$ cat config.mk
export PLATFORM = sky130hd
export DESIGN_NAME = cnn_frame_sched
export DESIGN_NICKNAME = d
export VERILOG_FILES = /design/src/rtl/cnn_pkg.sv /design/src/rtl/cnn_win_addr_gen.sv /design/src/rtl/cnn_frame_sched.sv
export SDC_FILE = /design/constraint.sdc
export NUM_CORES = 1
export LEC_CHECK = 0
export ABC_AREA = 1
export CAP_MARGIN = 20
export CORE_MARGIN = 2
export CORE_UTILIZATION = 43
export DETAILED_ROUTE_END_ITERATION = 12
export DONT_BUFFER_PORTS = 1
export HOLD_SLACK_MARGIN = 0.1
export SYNTH_ARGS = -nofsm -noshare
export SYNTH_HDL_FRONTEND = slang
export SYNTH_HIERARCHICAL = 1
export SYNTH_SLANG_ARGS = --single-unit
$ cat constraint.sdc
create_clock -name clk -period 7.4 [get_ports clk]
set_input_delay 1.48 -clock clk [delete_from_list [all_inputs] [get_ports clk]]
set_output_delay 1.48 -clock clk [all_outputs]
set_load 0.02 [all_outputs]
$ cat src/rtl/cnn_pkg.sv
// Shared constants, state encoding and helpers for the CNN frame scheduler.
// Image geometry lives here so the scheduler and window generator always agree.
package cnn_pkg;

    localparam int IMG_W        = 28;
    localparam int IMG_H        = 28;
    localparam int K            = 3;
    localparam int PIX_PER_BEAT = 8;
    localparam int FRAME_PIX    = IMG_W * IMG_H;

    typedef enum logic [1:0] {
        IDLE,
        LOAD,
        CONV,
        WAIT_TX
    } sched_state_t;

    // Bottom-right pixel of the first (top-left) window.
    function automatic int unsigned first_rd_addr();
        return (K - 1) * IMG_W + (K - 1);
    endfunction

endpackage

$ cat src/rtl/cnn_win_addr_gen.sv
// Window column/row counters and the bottom-right read address of the current
// 3x3 window; steps one pixel per advance and skips K-1 pixels at row end.
module cnn_win_addr_gen
    import cnn_pkg::*;
#(
    parameter int ADDR_W = 10
) (
    input  logic              clk,
    input  logic              rst_n,
    input  logic              i_advance,
    input  logic              i_clear,
    output logic [ADDR_W-1:0] o_addr_rd,
    output logic [4:0]        o_win_col,
    output logic [4:0]        o_win_row,
    output logic              o_last_win
);

    localparam logic [ADDR_W-1:0] RD_INIT  = ADDR_W'(first_rd_addr());
    localparam logic [ADDR_W-1:0] ROW_SKIP = ADDR_W'(K);
    localparam logic [4:0]        COL_MAX  = 5'(IMG_W - K);
    localparam logic [4:0]        ROW_MAX  = 5'(IMG_H - K);

    logic [ADDR_W-1:0] r_addr_rd;
    logic [4:0]        r_win_col;
    logic [4:0]        r_win_row;

    always_ff @(posedge clk or negedge rst_n) begin
        if (!rst_n) begin
            r_addr_rd <= RD_INIT;
            r_win_col <= '0;
            r_win_row <= '0;
        end else if (i_clear) begin
            r_addr_rd <= RD_INIT;
            r_win_col <= '0;
            r_win_row <= '0;
        end else if (i_advance) begin
            if (r_win_col < COL_MAX) begin
                r_win_col <= r_win_col + 5'd1;
                r_addr_rd <= r_addr_rd + ADDR_W'(1);
            end else begin
                r_win_col <= '0;
                r_win_row <= r_win_row + 5'd1;
                r_addr_rd <= r_addr_rd + ROW_SKIP;
            end
        end
    end

    assign o_addr_rd  = r_addr_rd;
    assign o_win_col  = r_win_col;
    assign o_win_row  = r_win_row;
    assign o_last_win = (r_win_row == ROW_MAX) && (r_win_col == COL_MAX);

endmodule

$ cat src/rtl/cnn_frame_sched.sv
// Frame scheduler: tracks the RAM write pointer, issues core starts only once a
// window's last pixel has landed, and sequences frame load/convolve/turnaround.
module cnn_frame_sched
    import cnn_pkg::*;
#(
    parameter int ADDR_W = 10
) (
    input  logic              clk,
    input  logic              rst_n,
    input  logic              rx_rdy,
    input  logic              core_ack,
    input  logic              tx_done,
    output logic [ADDR_W-1:0] addr_wr,
    output logic [ADDR_W-1:0] addr_rd,
    output logic              strt,
    output logic [4:0]        win_col,
    output logic [4:0]        win_row,
    output logic              frame_busy,
    output logic              frame_done,
    output logic              ovf
);

    localparam logic [ADDR_W-1:0] FRAME_A = ADDR_W'(FRAME_PIX);
    localparam logic [ADDR_W-1:0] BEAT_A  = ADDR_W'(PIX_PER_BEAT);

    sched_state_t      r_state;
    logic [ADDR_W-1:0] r_addr_wr;
    logic              r_ovf;
    logic              r_frame_done;

    logic              w_active;
    logic              w_strt;
    logic              w_ack;
    logic              w_last_win;
    logic              w_final_ack;
    logic              w_accept;
    logic              w_reject;
    logic [ADDR_W-1:0] w_addr_rd;

    assign w_active    = (r_state == LOAD) || (r_state == CONV);
    assign w_strt      = w_active && (w_addr_rd < r_addr_wr);
    assign w_ack       = core_ack && w_strt && !tx_done;
    assign w_final_ack = w_ack && w_last_win;

    // A beat is counted only while a frame can still absorb it; otherwise it is flagged.
    assign w_accept = rx_rdy && !tx_done && (r_state != WAIT_TX) && (r_addr_wr < FRAME_A);
    assign w_reject = rx_rdy && !tx_done && ((r_state == WAIT_TX) || (r_addr_wr >= FRAME_A));

    cnn_win_addr_gen #(
        .ADDR_W(ADDR_W)
    ) u_win_addr_gen (
        .clk       (clk),
        .rst_n     (rst_n),
        .i_advance (w_ack && !w_last_win),
        .i_clear   (tx_done),
        .o_addr_rd (w_addr_rd),
        .o_win_col (win_col),
        .o_win_row (win_row),
        .o_last_win(w_last_win)
    );

    always_ff @(posedge clk or negedge rst_n) begin
        if (!rst_n) begin
            r_state      <= IDLE;
            r_addr_wr    <= '0;
            r_ovf        <= 1'b0;
            r_frame_done <= 1'b0;
        end else if (tx_done) begin
            // A byte landing with tx_done opens the next frame immediately.
            r_state      <= rx_rdy ? LOAD : IDLE;
            r_addr_wr    <= rx_rdy ? BEAT_A : '0;
            r_ovf        <= 1'b0;
            r_frame_done <= 1'b0;
        end else begin
            r_frame_done <= w_final_ack;
            if (w_accept) begin
                r_addr_wr <= r_addr_wr + BEAT_A;
            end
            if (w_reject) begin
                r_ovf <= 1'b1;
            end
            case (r_state)
                IDLE:    if (rx_rdy) r_state <= LOAD;
                LOAD:    if (w_final_ack) r_state <= WAIT_TX;
                         else if (w_strt) r_state <= CONV;
                CONV:    if (w_final_ack) r_state <= WAIT_TX;
                WAIT_TX: r_state <= WAIT_TX;
                default: r_state <= IDLE;
            endcase
        end
    end

    assign addr_wr    = r_addr_wr;
    assign addr_rd    = w_addr_rd;
    assign strt       = w_strt;
    assign frame_busy = w_active;
    assign frame_done = r_frame_done;
    assign ovf        = r_ovf;

endmodule
==> impl_metrics.json, run 1 <==
{
  "peakVddDrop_mv": 0.0782,
  "slowest_delay_ns": 0.50,
  "synth.mux.area_fraction_pct": 0.473,
  "postCtsResizedCells": 0,
  "diodes": 0,
  "r2r_cells": 16,
  "routed_wl_um": 4370,
  "grt_pass1_wl_um": 7090,
  "switching_power_uw": 159,
  "gr-usage-all-layers_pct": 17.4,
  "maxCapViolCount": 0,
  "initial_core_util_pct": 44.8,
  "tns_ns": 0,
  "crit_chain": "clkinv_1, ha_1, nand2_1, inv_1, nand2_1, nand2_1, nand2_1, nand4_1, inv_1",
  "cp_data_arrival_time_ns": 2.02,
  "worstPathBufferInverterCount": 3,
  "post_cts_buffers": 0,
  "fin_crit_ns": 3.50,
  "worstMarginPinSlew_ns": 0.999,
  "clkLatencyLatePin_ns": 0.29,
  "fmax_ghz": 0.286,
  "start_kind": "register",
  "clock-skew-final_ns": 0.00810,
  "synth_most_common_cell": "nand2_1",
  "wl_per_cell_um": 13.0,
  "swShare_pct": 34.1,
  "grt_max_degree": 32,
  "synth_edf_count": 0,
  "antenna_found_initial": 0,
  "p_clk_share_pct": 32.3,
  "critPathMostFrequentCell": "nand2_1",
  "synth_top_area_share_pct": 31.9,
  "p_int_uw": 306,
  "finalCritPeriodShare_pct": 47.2,
  "hold_viol": 0,
  "crit_start": "addr_wr[5]",
  "fp.dieH_um": 74.1,
  "cts_hold_buf": 0,
  "hpwlAfterDp_um": 3380,
  "synth.top_cells.by_count": "56 x nand2_1, 39 x inv_1, 27 x dfrtp_1",
  "drv_slew": 0,
  "via_count": 1671,
  "die-area_um2": 5500,
  "worstPathRequired_ns": 5.92,
  "drt-initial-drc-count": 84,
  "crit_fanout": 4,
  "synth_seq_cells": 31,
  "clockBufferDepth": 2,
  "yosysTopAreaCell": "dfrtp_1",
  "nNetsFinal": 291,
  "hp-class": "register to register",
  "relSlewSlack_pct": 32.9,
  "critPathKind": "register to primary output",
  "io_buffer_count": 0,
  "end_kind": "primary output",
  "yosys_warnings": 6,
  "synth-async-reset-ratio_pct": 100,
  "clk_pin_slew_ns": 0.07,
  "io_pins": 39,
  "die_width_um": 74.1,
  "drive_gt1_share_pct": 11.2,
  "outcome": "finished clean",
  "drt-vias-per-instance": 4.99,
  "synth.avg_cell_area_um2": 8.04,
  "reg2reg_to": "u_win_addr_gen/o_addr_rd[9]",
  "cts_htree_levels": 2,
  "synthDistinctLibCells": 35,
  "synthAdderAreaFrac_pct": 11.6,
  "rows": 25,
  "p_comb_share_pct": 24.5,
  "ys_seq_area_share_pct": 36.9,
  "r2r_slack_ns": 4.36,
  "crit_cells": 9,
  "drtAntennaViolNets": 0,
  "finalPower_uw": 465,
  "syn_inst": 263,
  "clock-root-buffer": "clkbuf_8",
  "p_leak_uw": 0.00113,
  "cts_buffers": 5,
  "power_frac_seq_pct": 43.2,
  "cp_slowest_cell": "dfrtp_1",
  "powerDensity_nw_per_um2": 205,
  "synth_top_family_by_area": "simple AND/OR/NAND/NOR gates",
  "synth_xor_area_share_pct": 2.07,
  "cts.sinks": 31,
  "core_area_um2": 4720,
  "cp-endpoint": "strt",
  "synth_compound_area_share_pct": 8.93,
  "fillers": 469,
  "grt_pass1_vias": 1498,
  "gp_congestion": 0.846,
  "cts_tree": "built",
  "yosys_most_used_dff": "dfrtp_1",
  "dr.pass1.iters": 6,
  "syn_to_final_growth_pct": 7.21,
  "netlist_area_um2": 2120,
  "synthSimpleGateAreaFrac_pct": 30.0,
  "crit_family": "flip-flops",
  "ys_top_cells_by_area": "dfrtp_1 32%, ha_1 11%, nand2_1 9.9%, inv_1 6.9%, dfstp_2 5.0%",
  "drc_errors": 0,
  "setup_viol": 0,
  "r2r_start": "addr_wr[5]",
  "grt_overflow": 0,
  "rsz0062_at_grt": "no"
}
-- worst min path at each step --
stage / startpoint / to / slack, ns / cells after the start
after floorplan: r_state[1] / r_state[1] / 0.52 / 2
after global placement: r_state[1] / r_state[1] / 0.58 / 2
after detailed placement: r_state[1] / r_state[1] / 0.59 / 2
after CTS: u_win_addr_gen/o_addr_rd[5] / u_win_addr_gen/o_addr_rd[5] / 0.60 / 2
after global routing: u_win_addr_gen/o_addr_rd[5] / u_win_addr_gen/o_addr_rd[5] / 0.64 / 2
final: r_state[1] / r_state[1] / 0.59 / 2
-- cell usage in the layout (no fill, tap or decap) --
cell type / count
nand2_1: 56
inv_1: 39
dfrtp_1: 27
nor2_1: 21
nand3_1: 18
ha_1: 18
a21oi_1: 14
o21ai_0: 9
nand4_1: 8
clkbuf_8: 7
nor3_1: 6
o21ai_1: 5
xor2_1: 5
dfstp_2: 4
inv_2: 3
nand2_2: 3
conb_1: 3
nor2_8: 3
nor2_4: 2
nand2_4: 2
nor3_2: 2
clkinv_1: 1
o211ai_1: 1
nor4_1: 1
o31ai_1: 1
nand3b_1: 1
clkbuf_1: 1
o21bai_4: 1
inv_6: 1
o22ai_1: 1
mux2i_1: 1
nand3_4: 1
o21ai_2: 1
fa_1: 1
-- worst min-delay path, stage by stage (launching register included) --
cell,delay (ns)
dfrtp_1,0.40
nand3_1,0.09
nand2_1,0.07
-- registers in the layout (all words and copies together) (netlist names) --
| register | count |
|---|---|
| addr_wr | 7 |
| frame_done | 1 |
| ovf | 1 |
| r_state | 2 |
| u_win_addr_gen/o_addr_rd | 10 |
| u_win_addr_gen/o_win_col | 5 |
| u_win_addr_gen/o_win_row | 5 |
-- power by group through the flow --
stage	logic, µW	registers, µW	clock network, µW
3_5_place_dp	115	204	0
6_report	114	201	150
3_3_place_gp	114	204	0
4_1_cts	115	201	155
2_1_floorplan	97.5	200	0
5_1_grt	130	203	162
-- through the flow --
step	hold WS, ns	cell area (µm²)	setup WS [ns]	util (%)	std cells
finish	0.595	2270	3.90	48.0	335
floorplan	0.524	2120	4.42	-	265
CTS	0.597	2270	3.87	48.0	335
global route	0.635	2270	3.75	48.0	335
global placement	0.583	2170	4.05	45.9	327
detailed placement	0.586	2170	3.96	45.9	327
-- kinds of logic (layout without fill, tap and decap cells) --
| group | Yosys count | after routing |
|---|---|---|
| XOR/XNOR | 5 | 5 |
| AND/OR/NAND/NOR | 124 | 124 |
| AO/OA/AOI/OAI | 33 | 33 |
| multiplexers | 1 | 1 |
| buffers and inverters | 49 | 52 |
| other | 1 | 3 |
| flip-flops | 31 | 31 |
| adder cells (fa/ha/maj) | 19 | 19 |
-- cell type report --
cell class	count	area, µm²	area share [%]
clock buffer	8	100	4.41
multi-input combinational	185	1130	50.0
tap	67	83.8	3.70
sequential	31	781	34.4
inverter	44	170	7.50
-- routing by layer --
metal	share of wire (%)	vias up	routed length (µm)	GRT usage [%]
li1	-	853	-	-
met1	47	769	2050	22.4
met2	46	44	2000	27.0
met3	5.8	5	254	5.83
met4	1.5	0	65	6.67
met5	0	-	0	0
No activity file was read; power rests on OpenSTA's default activity.
==> run 2: changes to the inputs <==
==> constraint.sdc (replaced) <==
create_clock -name clk -period 2.91 [get_ports clk]
set_input_delay 0.582 -clock clk [delete_from_list [all_inputs] [get_ports clk]]
set_output_delay 0.582 -clock clk [all_outputs]
set_load 0.02 [all_outputs]
==> run 2 against run 1 <==
Non-clock buffer count is 3 higher. Final area is 1.5% higher. Sequential share of layout area shrank 0.52 points. Die area unchanged. Highest routed layer unchanged.
==> impl_metrics.json, run 2 (synthesis gave the netlist of run 1 again) <==
{
  "p_comb_share_pct": 25.1,
  "core_area_um2": 4720,
  "peakVddDrop_mv": 0.198,
  "hpwlAfterDp_um": 3360,
  "clock-root-buffer": "clkbuf_8",
  "final_util_pct": 48.8,
  "cp_data_arrival_time_ns": 1.99,
  "nNetsFinal": 294,
  "hold_ws_ns": 0.112,
  "gr-usage-all-layers_pct": 18.0,
  "wl_per_cell_um": 13.4,
  "cp_slowest_cell": "dfrtp_1",
  "clock-skew-final_ns": 0.00350,
  "rsz0062_at_grt": "no",
  "clkLatencyLatePin_ns": 0.28,
  "setup_viol": 0,
  "hold_viol": 0,
  "clk_pin_slew_ns": 0.06,
  "drt-vias-per-instance": 4.99,
  "die_width_um": 74.1,
  "via_count": 1688,
  "drc_errors": 0,
  "p_clk_share_pct": 31.8,
  "crit_family": "flip-flops",
  "diodes": 0,
  "cts_tree": "built",
  "critPathKind": "register to primary output",
  "initial_core_util_pct": 44.8,
  "drt-initial-drc-count": 60,
  "worstPathRequired_ns": 2.33,
  "hp-class": "input pin to asynchronous set/reset pin",
  "fin_crit_ns": 2.57,
  "io_buffer_count": 0,
  "start_kind": "register",
  "grt_overflow": 0,
  "p_leak_uw": 0.00115,
  "grt_max_degree": 28,
  "powerDensity_nw_per_um2": 514,
  "slowest_delay_ns": 0.50,
  "drive_gt1_share_pct": 12.2,
  "cts_htree_levels": 2,
  "fp.dieH_um": 74.1,
  "syn_to_final_growth_pct": 8.87,
  "outcome": "finished clean",
  "dr.pass1.iters": 4,
  "crit_chain": "clkinv_1, ha_1, a21oi_1, nand2_1, nand2_1, nand4_1, inv_1",
  "critPathMostFrequentCell": "nand2_1",
  "power_frac_seq_pct": 43.1,
  "clockBufferDepth": 2,
  "mostFrequentLayoutCells": "56 x nand2_1, 39 x inv_1, 27 x dfrtp_1, 21 x nor2_1",
  "r2r_cells": 14,
  "antenna_found_initial": 0,
  "finalCritPeriodShare_pct": 88.5,
  "worstPathBufferInverterCount": 2,
  "gp_congestion": 0.845,
  "post_cts_buffers": 0,
  "drtAntennaViolNets": 0,
  "drv_slew": 0,
  "final_common_cell": "nand2_1",
  "crit_cells": 7,
  "grt_pass1_vias": 1578,
  "tns_ns": 0,
  "rows": 25,
  "fmax_ghz": 0.388,
  "switching_power_uw": 401,
  "grt_pass1_wl_um": 7420,
  "end_kind": "primary output",
  "largest_reg_flops": 10,
  "crit_fanout": 4,
  "cts_buffers": 5,
  "die-area_um2": 5500,
  "cts.sinks": 31,
  "maxCapViolCount": 0,
  "swShare_pct": 33.9,
  "p_int_uw": 782,
  "routed_wl_um": 4530,
  "io_pins": 39
}
## run 2: changes by cell type in the layout (fill, tap and decap cells not counted)
cell and delta:
buf_4 +2, buf_12 +1
## run 2: worst register-to-register path, stage by stage (launching register included)
cell,delay (ns)
dfrtp_1,0.50
clkinv_1,0.21
ha_1,0.37
a21oi_1,0.16
nand2_1,0.07
nand2_1,0.06
nand4_1,0.13
nor3_1,0.18
buf_4,0.20
nor2_8,0.06
inv_6,0.09
nand2_2,0.09
inv_2,0.15
nand2_1,0.07
o21ai_1,0.10
## run 2: cell type report
| class | instances | area (µm²) |
|---|---|---|
| Clock buffer | 8 | 100 |
| Fill cell | 467 | 2420 |
| Sequential cell | 31 | 781 |
| Multi-Input combinational cell | 185 | 1130 |
| Inverter | 44 | 170 |
| Timing Repair Buffer | 3 | 35.0 |
| Tap cell | 67 | 83.8 |
## run 2: path summary, 6_finish.rpt
path                                                  start                           to  slack, ns
worst max-delay path                             addr_wr[5]                         strt       0.34
worst min-delay path                                  rst_n                          ovf       0.11
worst max register to register                   addr_wr[5]  u_win_addr_gen/o_win_row[1]       0.40
worst min register to register  u_win_addr_gen/o_addr_rd[5]  u_win_addr_gen/o_addr_rd[5]       0.58
max in group asynchronous                             rst_n  u_win_addr_gen/o_addr_rd[6]       2.64
min in group clk                                    tx_done                          ovf       0.35
## run 2: repair_timing
action / CTS / global route
resized for setup: 0 / 0
endpoints found under the hold margin: 27 / 0
hold buffers: 1 / 0
## run 2: per-stage QoR
stage | cells | instance area (µm²) | power (µW) | setup slack (ns)
2_1_floorplan | 265 | 2120 | 756 | 0.253
5_1_grt | 338 | 2300 | 1280 | 0.0980
4_1_cts | 338 | 2300 | 1200 | 0.320
3_5_place_dp | 329 | 2180 | 805 | 0.434
6_report | 338 | 2300 | 1180 | 0.335
3_3_place_gp | 329 | 2180 | 807 | 0.519
## run 2: power by group through the flow
| stage | Clock (µW) | Combinational (µW) | Sequential [µW] |
|---|---|---|---|
| final | 377 | 297 | 510 |
| after global routing | 414 | 350 | 515 |
| after CTS | 391 | 300 | 510 |
| after detailed placement | 0 | 287 | 518 |
| after global placement | 0 | 290 | 517 |
| after floorplan | 0 | 248 | 509 |
## run 2: layer usage
layer	track usage [%]	part of all wire [%]
met3	5.69	6.3
met4	8.28	2.4
met1	22.1	44
met5	0	0
met2	29.0	47
